<file path="src/rtl/isa_pkg.sv">
// Shared ISA constants for the CGRA vector core encoder and decoder.
// Command op codes, opcode/funct fields and the CSR code live here so both sides agree.
package isa_pkg;

  typedef enum logic [3:0] {
    OP_VMACC    = 4'd0,
    OP_VLE32    = 4'd1,
    OP_VSE32    = 4'd2,
    OP_VMV_VI   = 4'd3,
    OP_VSETIVLI = 4'd4,
    OP_BEQ      = 4'd5,
    OP_ADDI     = 4'd6,
    OP_LUI      = 4'd7,
    OP_CSR      = 4'd8,
    OP_NOP      = 4'd9,
    OP_LI       = 4'd10
  } op_e;

  typedef enum logic {
    ST_IDLE = 1'b0,
    ST_LUI2 = 1'b1
  } enc_state_e;

  localparam logic [6:0] OPC_OPV     = 7'h57;
  localparam logic [6:0] OPC_VLOAD   = 7'h07;
  localparam logic [6:0] OPC_VSTORE  = 7'h27;
  localparam logic [6:0] OPC_BRANCH  = 7'h63;
  localparam logic [6:0] OPC_OPIMM   = 7'h13;
  localparam logic [6:0] OPC_LUI     = 7'h37;
  localparam logic [6:0] OPC_CSR     = 7'h03;

  localparam logic [2:0] F3_VMACC    = 3'b000;
  localparam logic [2:0] F3_VMEM32   = 3'b110;
  localparam logic [2:0] F3_VMV_VI   = 3'b101;
  localparam logic [2:0] F3_VSETIVLI = 3'b111;
  localparam logic [2:0] F3_BEQ      = 3'b000;
  localparam logic [2:0] F3_ADDI     = 3'b000;
  localparam logic [2:0] F3_CSR      = 3'b010;

  localparam logic [6:0] F7_VMACC    = 7'h5B;
  localparam logic [6:0] F7_VMEM     = 7'h01;
  localparam logic [6:0] F7_VMV      = 7'h2F;

  localparam logic [11:0] CSR_CODE   = 12'hC00;
  localparam logic [31:0] NOP_WORD   = 32'h0000_0013;

  // Ops that always map to exactly one word; LI is handled by the encoder.
  function automatic logic is_base_op(input logic [3:0] op);
    return op <= 4'd9;
  endfunction

endpackage

</file>
<file path="src/rtl/isa_word_pack.sv">
// Combinational packer: maps an op plus register/immediate fields to a 32-bit word.
// Ops without a single-word encoding (LI, illegal codes) produce zero.
module isa_word_pack
  import isa_pkg::*;
(
  input  op_e         op,
  input  logic [4:0]  rd,
  input  logic [4:0]  rs1,
  input  logic [4:0]  rs2,
  input  logic [31:0] imm,
  output logic [31:0] word
);

  always_comb begin
    word = '0;
    case (op)
      OP_VMACC:    word = {F7_VMACC, rs2, rs1, F3_VMACC, rd, OPC_OPV};
      OP_VLE32:    word = {F7_VMEM, 5'd0, rs1, F3_VMEM32, rd, OPC_VLOAD};
      OP_VSE32:    word = {F7_VMEM, 5'd0, rs1, F3_VMEM32, rd, OPC_VSTORE};
      OP_VMV_VI:   word = {F7_VMV, 5'd0, rs1, F3_VMV_VI, rd, OPC_OPV};
      // ITR in imm[11:0], VLEN in imm[14:12]
      OP_VSETIVLI: word = {2'b11, imm[11:0], imm[14:12], F3_VSETIVLI, 5'd0, OPC_OPV};
      OP_BEQ:      word = {imm[11], imm[9:4], rs2, rs1, F3_BEQ, imm[3:0], imm[10], OPC_BRANCH};
      OP_ADDI:     word = {imm[11:0], rs1, F3_ADDI, rd, OPC_OPIMM};
      OP_LUI:      word = {imm[31:12], rd, OPC_LUI};
      OP_CSR:      word = {CSR_CODE, 5'd0, F3_CSR, rd, OPC_CSR};
      OP_NOP:      word = NOP_WORD;
      default:     word = '0;
    endcase
  end

endmodule

</file>
<file path="src/rtl/isa_encoder.sv">
// Command-to-instruction encoder: registered output stream with program address counter.
// Define ISA_ENC_LI_EXPAND_EN to enable the LI pseudo-op (lui/addi expansion, LUI2 state).
//
// state   | meaning
// IDLE    | output register free or holding a word; ready for a new command
// LUI2    | lui word issued, addi word waiting for the output register
module isa_encoder
  import isa_pkg::*;
#(
  parameter int dwidth_inst = 32,
  parameter int dwidth_int  = 32,
  parameter int ADDR_W      = 10
) (
  input  logic                   clk,
  input  logic                   rst,
  input  logic                   cmd_valid,
  output logic                   cmd_ready,
  input  logic [3:0]             cmd_op,
  input  logic [4:0]             cmd_rd,
  input  logic [4:0]             cmd_rs1,
  input  logic [4:0]             cmd_rs2,
  input  logic [dwidth_int-1:0]  cmd_imm,
  input  logic                   cmd_last,
  output logic                   ins_valid,
  input  logic                   ins_ready,
  output logic [dwidth_inst-1:0] ins_data,
  output logic [ADDR_W-1:0]      ins_addr,
  output logic                   prog_done,
  output logic                   err
);

  localparam logic [ADDR_W-1:0] ADDR_ONE = {{(ADDR_W-1){1'b0}}, 1'b1};

  enc_state_e  state, state_next;
  logic        out_free, out_fire, cmd_fire, cmd_legal;
  logic        load_word, word_last, ins_last;
  op_e         pk_op;
  logic [4:0]  pk_rd, pk_rs1;
  logic [31:0] pk_imm, pk_word;

  assign out_free  = !ins_valid || ins_ready;
  assign out_fire  = ins_valid && ins_ready;
  // Gate with reset so the command side never looks ready while held in reset.
  assign cmd_ready = rst && (state == ST_IDLE) && out_free;
  assign cmd_fire  = cmd_valid && cmd_ready;

`ifdef ISA_ENC_LI_EXPAND_EN
  logic [19:0] li_hi;
  logic        li_short, li_two;
  logic [4:0]  pend_rd;
  logic [11:0] pend_lo;
  logic        pend_last;

  assign cmd_legal = is_base_op(cmd_op) || (cmd_op == OP_LI);
  // Rounding by +0x800 only carries into the upper field when bit 11 is set.
  assign li_hi     = cmd_imm[31:12] + {19'd0, cmd_imm[11]};
  assign li_short  = (cmd_imm[31:11] == {21{cmd_imm[11]}});
  assign li_two    = !li_short && (cmd_imm[11:0] != 12'd0);

  always_ff @(posedge clk or negedge rst) begin
    if (!rst) begin
      pend_rd   <= '0;
      pend_lo   <= '0;
      pend_last <= 1'b0;
    end else if (cmd_fire && (cmd_op == OP_LI)) begin
      pend_rd   <= cmd_rd;
      pend_lo   <= cmd_imm[11:0];
      pend_last <= cmd_last;
    end
  end
`else
  assign cmd_legal = is_base_op(cmd_op);
`endif

  always_comb begin
    pk_op  = op_e'(cmd_op);
    pk_rd  = cmd_rd;
    pk_rs1 = cmd_rs1;
    pk_imm = cmd_imm;
`ifdef ISA_ENC_LI_EXPAND_EN
    if (state == ST_LUI2) begin
      pk_op  = OP_ADDI;
      pk_rd  = pend_rd;
      pk_rs1 = pend_rd;
      pk_imm = {20'd0, pend_lo};
    end else if (cmd_op == OP_LI) begin
      pk_rs1 = '0;
      if (li_short) begin
        pk_op = OP_ADDI;
      end else begin
        pk_op  = OP_LUI;
        pk_imm = {li_hi, 12'd0};
      end
    end
`endif
  end

  isa_word_pack u_pack (
    .op   (pk_op),
    .rd   (pk_rd),
    .rs1  (pk_rs1),
    .rs2  (cmd_rs2),
    .imm  (pk_imm),
    .word (pk_word)
  );

  always_comb begin
    state_next = state;
    load_word  = 1'b0;
    word_last  = cmd_last;
    case (state)
      ST_IDLE: begin
        if (cmd_fire && cmd_legal) begin
          load_word = 1'b1;
`ifdef ISA_ENC_LI_EXPAND_EN
          if ((cmd_op == OP_LI) && li_two) begin
            word_last  = 1'b0;
            state_next = ST_LUI2;
          end
`endif
        end
      end
`ifdef ISA_ENC_LI_EXPAND_EN
      ST_LUI2: begin
        word_last = pend_last;
        if (out_free) begin
          load_word  = 1'b1;
          state_next = ST_IDLE;
        end
      end
`endif
      default: state_next = ST_IDLE;
    endcase
  end

  always_ff @(posedge clk or negedge rst) begin
    if (!rst) begin
      state     <= ST_IDLE;
      ins_valid <= 1'b0;
      ins_data  <= '0;
      ins_addr  <= '0;
      ins_last  <= 1'b0;
      prog_done <= 1'b0;
      err       <= 1'b0;
    end else begin
      state     <= state_next;
      prog_done <= out_fire && ins_last;
      if (cmd_fire && !cmd_legal) err <= 1'b1;
      // ins_addr doubles as the next-word address while the register is empty.
      if (out_fire) ins_addr <= ins_last ? '0 : ins_addr + ADDR_ONE;
      if (load_word) begin
        ins_valid <= 1'b1;
        ins_data  <= pk_word;
        ins_last  <= word_last;
      end else if (out_fire) begin
        ins_valid <= 1'b0;
      end
    end
  end

endmodule
</file>
<file path="config.mk">
export PLATFORM = sky130hd
export DESIGN_NAME = isa_encoder
export DESIGN_NICKNAME = d
export VERILOG_FILES = /design/src/rtl/isa_pkg.sv /design/src/rtl/isa_word_pack.sv /design/src/rtl/isa_encoder.sv
export SDC_FILE = /design/constraint.sdc
export NUM_CORES = 1
export LEC_CHECK = 0
export CAP_MARGIN = 20
export CORE_UTILIZATION = 48
export DETAILED_ROUTE_END_ITERATION = 8
export PLACE_DENSITY = 0.95
export SLEW_MARGIN = 10
export SYNTH_ARGS = -nofsm -noshare
export SYNTH_HDL_FRONTEND = slang
export SYNTH_SLANG_ARGS = --single-unit
</file>
<file path="constraint.sdc">
create_clock -name clk -period 2.9 [get_ports clk]
set_input_delay 0.58 -clock clk [delete_from_list [all_inputs] [get_ports clk]]
set_output_delay 0.58 -clock clk [all_outputs]
set_load 0.1 [all_outputs]
</file>
==> flow_summary.toml, run 1 <==
[grt]
overall_routing_resource_usage_pct = 27.8
grt_pass1_wl_um = 12700
grt_start_max_net_pins = 38
globalRouteOverflowTotal = 0
grt_pass1_vias = 2535
antenna_violations_before_repair = 0

[synthesis]
number_of_synthesized_flops_with_an_enable_pin = 0
seq_total_area_yosys_pct = 41.5
synthAdderAreaFrac_pct = 0.472
muxShareOfSynthArea_pct = 4.76
post_synthesis_average_cell_area_um2 = 8.96
synth_top_family_by_area = "compound AO/OA/AOI/OAI gates"
post_synth_xor_area_fraction_pct = 2.64
synth_simple_gate_area_share_pct = 19.9
ys_types = 52
async_flop_share_pct = 100
synth_top_flop_cell = "sky130_fd_sc_hd__dfrtp_1"
synth_compound_area_share_pct = 24.1
postSynthRegisterBits = 44
synth_area_leaders = "sky130_fd_sc_hd__dfrtp_1 (42%), sky130_fd_sc_hd__nor2_1 (5.5%), sky130_fd_sc_hd__a21oi_1 (4.0%)"
cell_type_with_the_highest_aggregate_area_in_the_netlist = "sky130_fd_sc_hd__dfrtp_1"
syn_nets = 353
yosys_warnings = 0
synth_largest_type_area_fraction_pct = 41.5
post_synth_inst_count = 296
post_synth_instance_area_mm2 = 0.00265

[layout]
layout-drive-gt1-share_pct = 19.4
finish.utilization_pct = 71.2
syn2layout_area_growth_pct = 39.7
num-nets-final = 447
design_area_mm2 = 0.00371
antennaDiodeCount = 0
fin_cells = 461
mostFrequentLayoutCells = "sky130_fd_sc_hd__buf_4 (55), sky130_fd_sc_hd__clkdlybuf4s50_1 (54), sky130_fd_sc_hd__dfrtp_1 (44)"
final_common_cell = "sky130_fd_sc_hd__buf_4"

[sta]
period_minus_slack_ns = 2.33
min_period_over_period_pct = 80.4
postLayoutSetupSlackWorst_ns = 0.567
worst-slew-pin-transition_ns = 0.573
setup_viol = 0
timing.max_slew.rel_slack_pct = 61.5
timing.fmax_mhz = 429
grt_setup_unrepaired = "false"
final_max_slew_violation_count = 0
holdWs_ns = 0.219
hold_viol = 0
final.setup.tns_ns = 0
clock_skew_ns = 0.00941

[critical_path]
cp-end-kind = "output pin"
reg2reg_depth = 5
timing.critical_path.fanout_max = 6
worst-r2r-setup-slack_ns = 1.18
critPathArrivalTime_ns = 1.75
worst_r2r_startpoint = "ins_valid"
start_kind = "input pin"
worst_ep_required_time_ns = 2.32
crit-reg2reg-capture = "ins_data[16]"
crit_path_class = "input pin to output pin"

[clocking]
cts_buffers = 5
clk-insertion-delay-late_ns = 0.30
cts.repair_timing.setup_buffer_count = 0
cts_htree_levels = 2
postCtsResizedCells = 0
clkSlewWorstSetupHoldPaths_ns = 0.08
ctsLongestPathBuffers = 2
clock-root-buffer = "sky130_fd_sc_hd__clkbuf_8"
tritoncts = "yes"
hold_buffers = 0
cts.sinks = 44

[detailed_routing]
routed-wl-met3_um = 649
via_count = 2740
antenna_violation_net_count_after_detailed_routing = 0
route.top_layer_used = "met4"
wl_um = 7920
drtIter0Drc = 249
drc_errors = 0
total_iterations_of_the_first_detailed_routing_run = 5
routedLengthMet1_um = 3220
met2_wire_length_um = 3770
routed_length_per_placed_instance_um = 17.2
routed_via_density = 5.94

[placement]
area_after_dpl_mm2 = 0.00358
finalWeightedCongestion = 0.897
place_ws_ns = 0.446
buffer_ports.inserted = 100
detailedPlacementHpwl_um = 5800
numPlacedInstances = 453

[job]
max-cap-violations = 0

[power_and_ir_drop]
vdd.ir_drop.worst_v = 0.000523
cellPowerDensity_mw_per_mm2 = 742
power.static_leakage_nw = 1.63
post-layout-total-power_mw = 2.75

[floorplanning]
floorplan.initialDensity_pct = 51.0
die_area_mm2 = 0.00583
boundaryPins = 102
placement_rows = 26
die_width_um = 76.3
floorplan.die.height_um = 76.3
coreArea_mm2 = 0.00520

[status]
outcome = "finished, final reports clean"

[hold_path]
min_path_type = "input pin to asynchronous set/reset pin"
## worst max-delay path, stage by stage
cell and delay (ns):
sky130_fd_sc_hd__clkdlybuf4s50_1 0.57, sky130_fd_sc_hd__nand2b_2 0.21, sky130_fd_sc_hd__and2_1 0.20, sky130_fd_sc_hd__buf_12 0.19
## per-layer routing
layer / vias up / track usage, %
li1: 1268 / -
met5: - / 0
met4: 0 / 12.5
met1: 1278 / 36.2
met2: 170 / 45.3
met3: 24 / 4.79
## layout make-up
type / count / area [um2]
sequential: 44 / 1100
multi-input combinational: 222 / 1380
timing repair buffer: 112 / 998
fill: 399 / 1500
clock inverter: 2 / 38.8
clock buffer: 6 / 82.6
tap: 70 / 87.6
inverter: 5 / 18.8
## synthesized netlist by cell type (all sizes together), types with 2 or more instances
cell    number
mux2i        7
a32o         6
and4         3
a311o        3
dfrtp       44
nor2b        5
xor2         5
xnor2        3
nand2       17
nand3       13
and2         3
nor3b        3
a21o         4
a22oi       10
o21a         3
inv          5
mux2         5
nand4        3
o22a         2
nand2b       3
a22o         6
nor2        39
o21ai       16
buf         18
and3         8
or2          3
a31oi       10
a21oi       21
clkbuf       7
nor3         4
## flip-flops by register name (all words and copies together) (netlist names)
register,cells
ins_last,1
ins_data,30
ins_valid,1
err,1
ins_addr,10
prog_done,1
## logic make-up after synthesis
| logic type | count (synthesis) |
|---|---|
| and+or+nand+nor | 107 |
| AOI/OAI and AO/OA | 93 |
| DFF | 44 |
| buffers and inverters | 30 |
| muxes | 12 |
| xor gates and xnor gates | 8 |
| adders and majority gates | 1 |
| other | 1 |
## power breakdown
group	internal (mW)	total, mW	switching, mW
sequential	0.726	0.818	0.0924
clock	0.282	0.498	0.216
combinational	0.349	1.43	1.09
total	1.36	2.75	1.39
## how the worst max path moves through the flow
stage / endpoint / slack, ns / startpoint / depth (start not counted)
after floorplan: cmd_ready / 0.51 / ins_valid / 2
after global placement: ins_data[7] / 0.56 / ins_ready / 4
after detailed placement: ins_data[17] / 0.45 / ins_ready / 6
after CTS: cmd_ready / 0.57 / ins_ready / 4
after global routing: cmd_ready / 0.52 / ins_ready / 4
final: cmd_ready / 0.57 / ins_ready / 4
(Power assumes the default switching activity.)
==> run 2, diff against run 1 <==
- CORE_UTILIZATION: 48 -> 40
- PLACE_DENSITY: 0.95 -> 0.85
- clock period: 2.9 -> 2 ns (I/O delays scaled with it)
==> run 2 against run 1 <==
  * Power increased by 48%
  * First-iteration DRC count increased by 0.80%
  * Non-clock buffer count increased by 33
  * Cell count increased by 8.7%
  * Routed wire length increased by 5.1%
  * Setup slack got worse by 0.43 ns
  * Die area increased by 19%
  * Register-to-register slack got worse by 0.71 ns
  * Largest power group unchanged
  * Highest routed layer unchanged
==> flow_summary.toml, run 2 (synthesis results as in run 1) <==
[status]
outcome = "finished, final reports clean"

[sta]
worst-slew-pin-transition_ns = 0.562
min_period_over_period_pct = 93.3
final_max_slew_violation_count = 0
period_minus_slack_ns = 1.87
holdWs_ns = 0.257
setup_viol = 0
final.setup.tns_ns = 0
grt_setup_unrepaired = "false"
timing.max_slew.rel_slack_pct = 62.3
hold_viol = 0
clock_skew_ns = 0.00621
timing.fmax_mhz = 536

[placement]
finalWeightedCongestion = 0.891
area_after_dpl_mm2 = 0.00387
buffer_ports.inserted = 100
detailedPlacementHpwl_um = 6320

[clocking]
cts.sinks = 44
clk-insertion-delay-late_ns = 0.31
ctsLongestPathBuffers = 2
clkSlewWorstSetupHoldPaths_ns = 0.09
hold_buffers = 1
cts_htree_levels = 2
postCtsResizedCells = 0
cts.repair_timing.setup_buffer_count = 0
clock-root-buffer = "sky130_fd_sc_hd__clkbuf_8"
cts_buffers = 5
tritoncts = "yes"

[grt]
global_route.usage.met2_pct = 40.1
grt_pass1_wl_um = 13600
overall_routing_resource_usage_pct = 24.6
grtUsageMet3_pct = 4.08
groute.layer.met1.usage_pct = 33.4
antenna_violations_before_repair = 0
grt_busiest_layer = "met2"
grt_start_max_net_pins = 37
grt_pass1_vias = 2789
globalRouteOverflowTotal = 0

[detailed_routing]
routed_length_per_placed_instance_um = 16.6
drc_errors = 0
via_count = 2792
total_iterations_of_the_first_detailed_routing_run = 4
antenna_violation_net_count_after_detailed_routing = 0
routed_via_density = 5.57
drtIter0Drc = 251
wl_um = 8320

[critical_path]
crit_path_class = "input pin to output pin"
timing.critical_path.fanout_max = 6
cp-end-kind = "output pin"
start_kind = "input pin"
reg2reg_depth = 6
crit-reg2reg-capture = "ins_data[8]"
worst_r2r_startpoint = "ins_valid"
critPathArrivalTime_ns = 1.47
worst_ep_required_time_ns = 1.60
worst-r2r-setup-slack_ns = 0.47

[job]
max-cap-violations = 0

[layout]
registers_with_the_most_flip_flops = "ins_data (30), ins_addr (10)"
layout-drive-gt1-share_pct = 25.7
num-nets-final = 480
largest_register = "ins_data"
antennaDiodeCount = 0
mostFrequentLayoutCells = "sky130_fd_sc_hd__buf_4 (84), sky130_fd_sc_hd__clkdlybuf4s50_1 (54), sky130_fd_sc_hd__dfrtp_1 (44)"
number_of_flip_flops_in_the_largest_register = 30
finish.utilization_pct = 62.6
final_common_cell = "sky130_fd_sc_hd__buf_4"
syn2layout_area_growth_pct = 50.7
design_area_mm2 = 0.00400

[floorplanning]
die_area_mm2 = 0.00696
die_width_um = 83.4
placement_rows = 29
floorplan.die.height_um = 83.4
coreArea_mm2 = 0.00639
boundaryPins = 102
floorplan.initialDensity_pct = 41.5

[power_and_ir_drop]
share_seq_of_total_power_pct = 29.3
power.static_leakage_nw = 1.80
switching_part_of_the_total_power_pct = 50.4
power.share.clock_pct = 17.5
p_sw_mw = 2.06
combinational_share_of_power_pct = 53.1
cellInternalPower_mw = 2.03
cellPowerDensity_mw_per_mm2 = 1020
vdd.ir_drop.worst_v = 0.000650

[hold_path]
min_path_type = "input pin to asynchronous set/reset pin"
## run 2: changes by cell type in the layout (fill, tap and decap cells not counted), sizes merged
cell,change
inv,+1
buf,+32
dlygate4sd3,+1
clkinv,-1
clkinvlp,+1
clkbuf,-1
## run 2: routing by layer
layer	routed length, um	vias up
met5	0	-
met4	162	0
met3	453	16
met2	4090	100
met1	3620	1337
li1	-	1339
## run 2: critical path, stage by stage
cell and delay [ns]:
sky130_fd_sc_hd__clkdlybuf4s50_1 0.43, sky130_fd_sc_hd__nand2b_2 0.24, sky130_fd_sc_hd__and2_2 0.23, sky130_fd_sc_hd__buf_12 0.16
## run 2: power by group through the flow
stage / clock (mW) / combinational (mW) / sequential [mW]
global placement: 0 / 2.15 / 1.21
finish: 0.716 / 2.17 / 1.20
detailed placement: 0 / 2.17 / 1.21
global route: 0.775 / 2.26 / 1.23
CTS: 0.735 / 2.17 / 1.20
floorplan: 0 / 0.381 / 2.35
## run 2: through the flow
stage               total power [mW]  setup slack (ns)  std cells
floorplan                       2.73           0.00862        296
global placement                3.35            -0.137        492
detailed placement              3.38            -0.181        492
CTS                             4.11             0.132        501
global route                    4.26            0.0124        501
finish                          4.08             0.133        501
## run 2: how the worst max path moves through the flow
stage              start      endpoint  cells after the start
2_1_floorplan  ins_valid   ins_addr[9]                      4
3_3_place_gp   cmd_op[2]  ins_data[26]                      6
3_5_place_dp   cmd_op[1]  ins_data[17]                      7
4_1_cts        ins_ready     cmd_ready                      4
5_1_grt        cmd_op[1]  ins_data[17]                      7
6_report       ins_ready     cmd_ready                      4
## run 2: area by class of cell
cell class                 count  area, um2
fill                         526       2390
sequential                    44       1100
clock buffer                   5       68.8
timing repair buffer         145       1290
inverter                       5       18.8
multi-input combinational    222       1380
tap                           77       96.3
clock inverter                 3       46.3
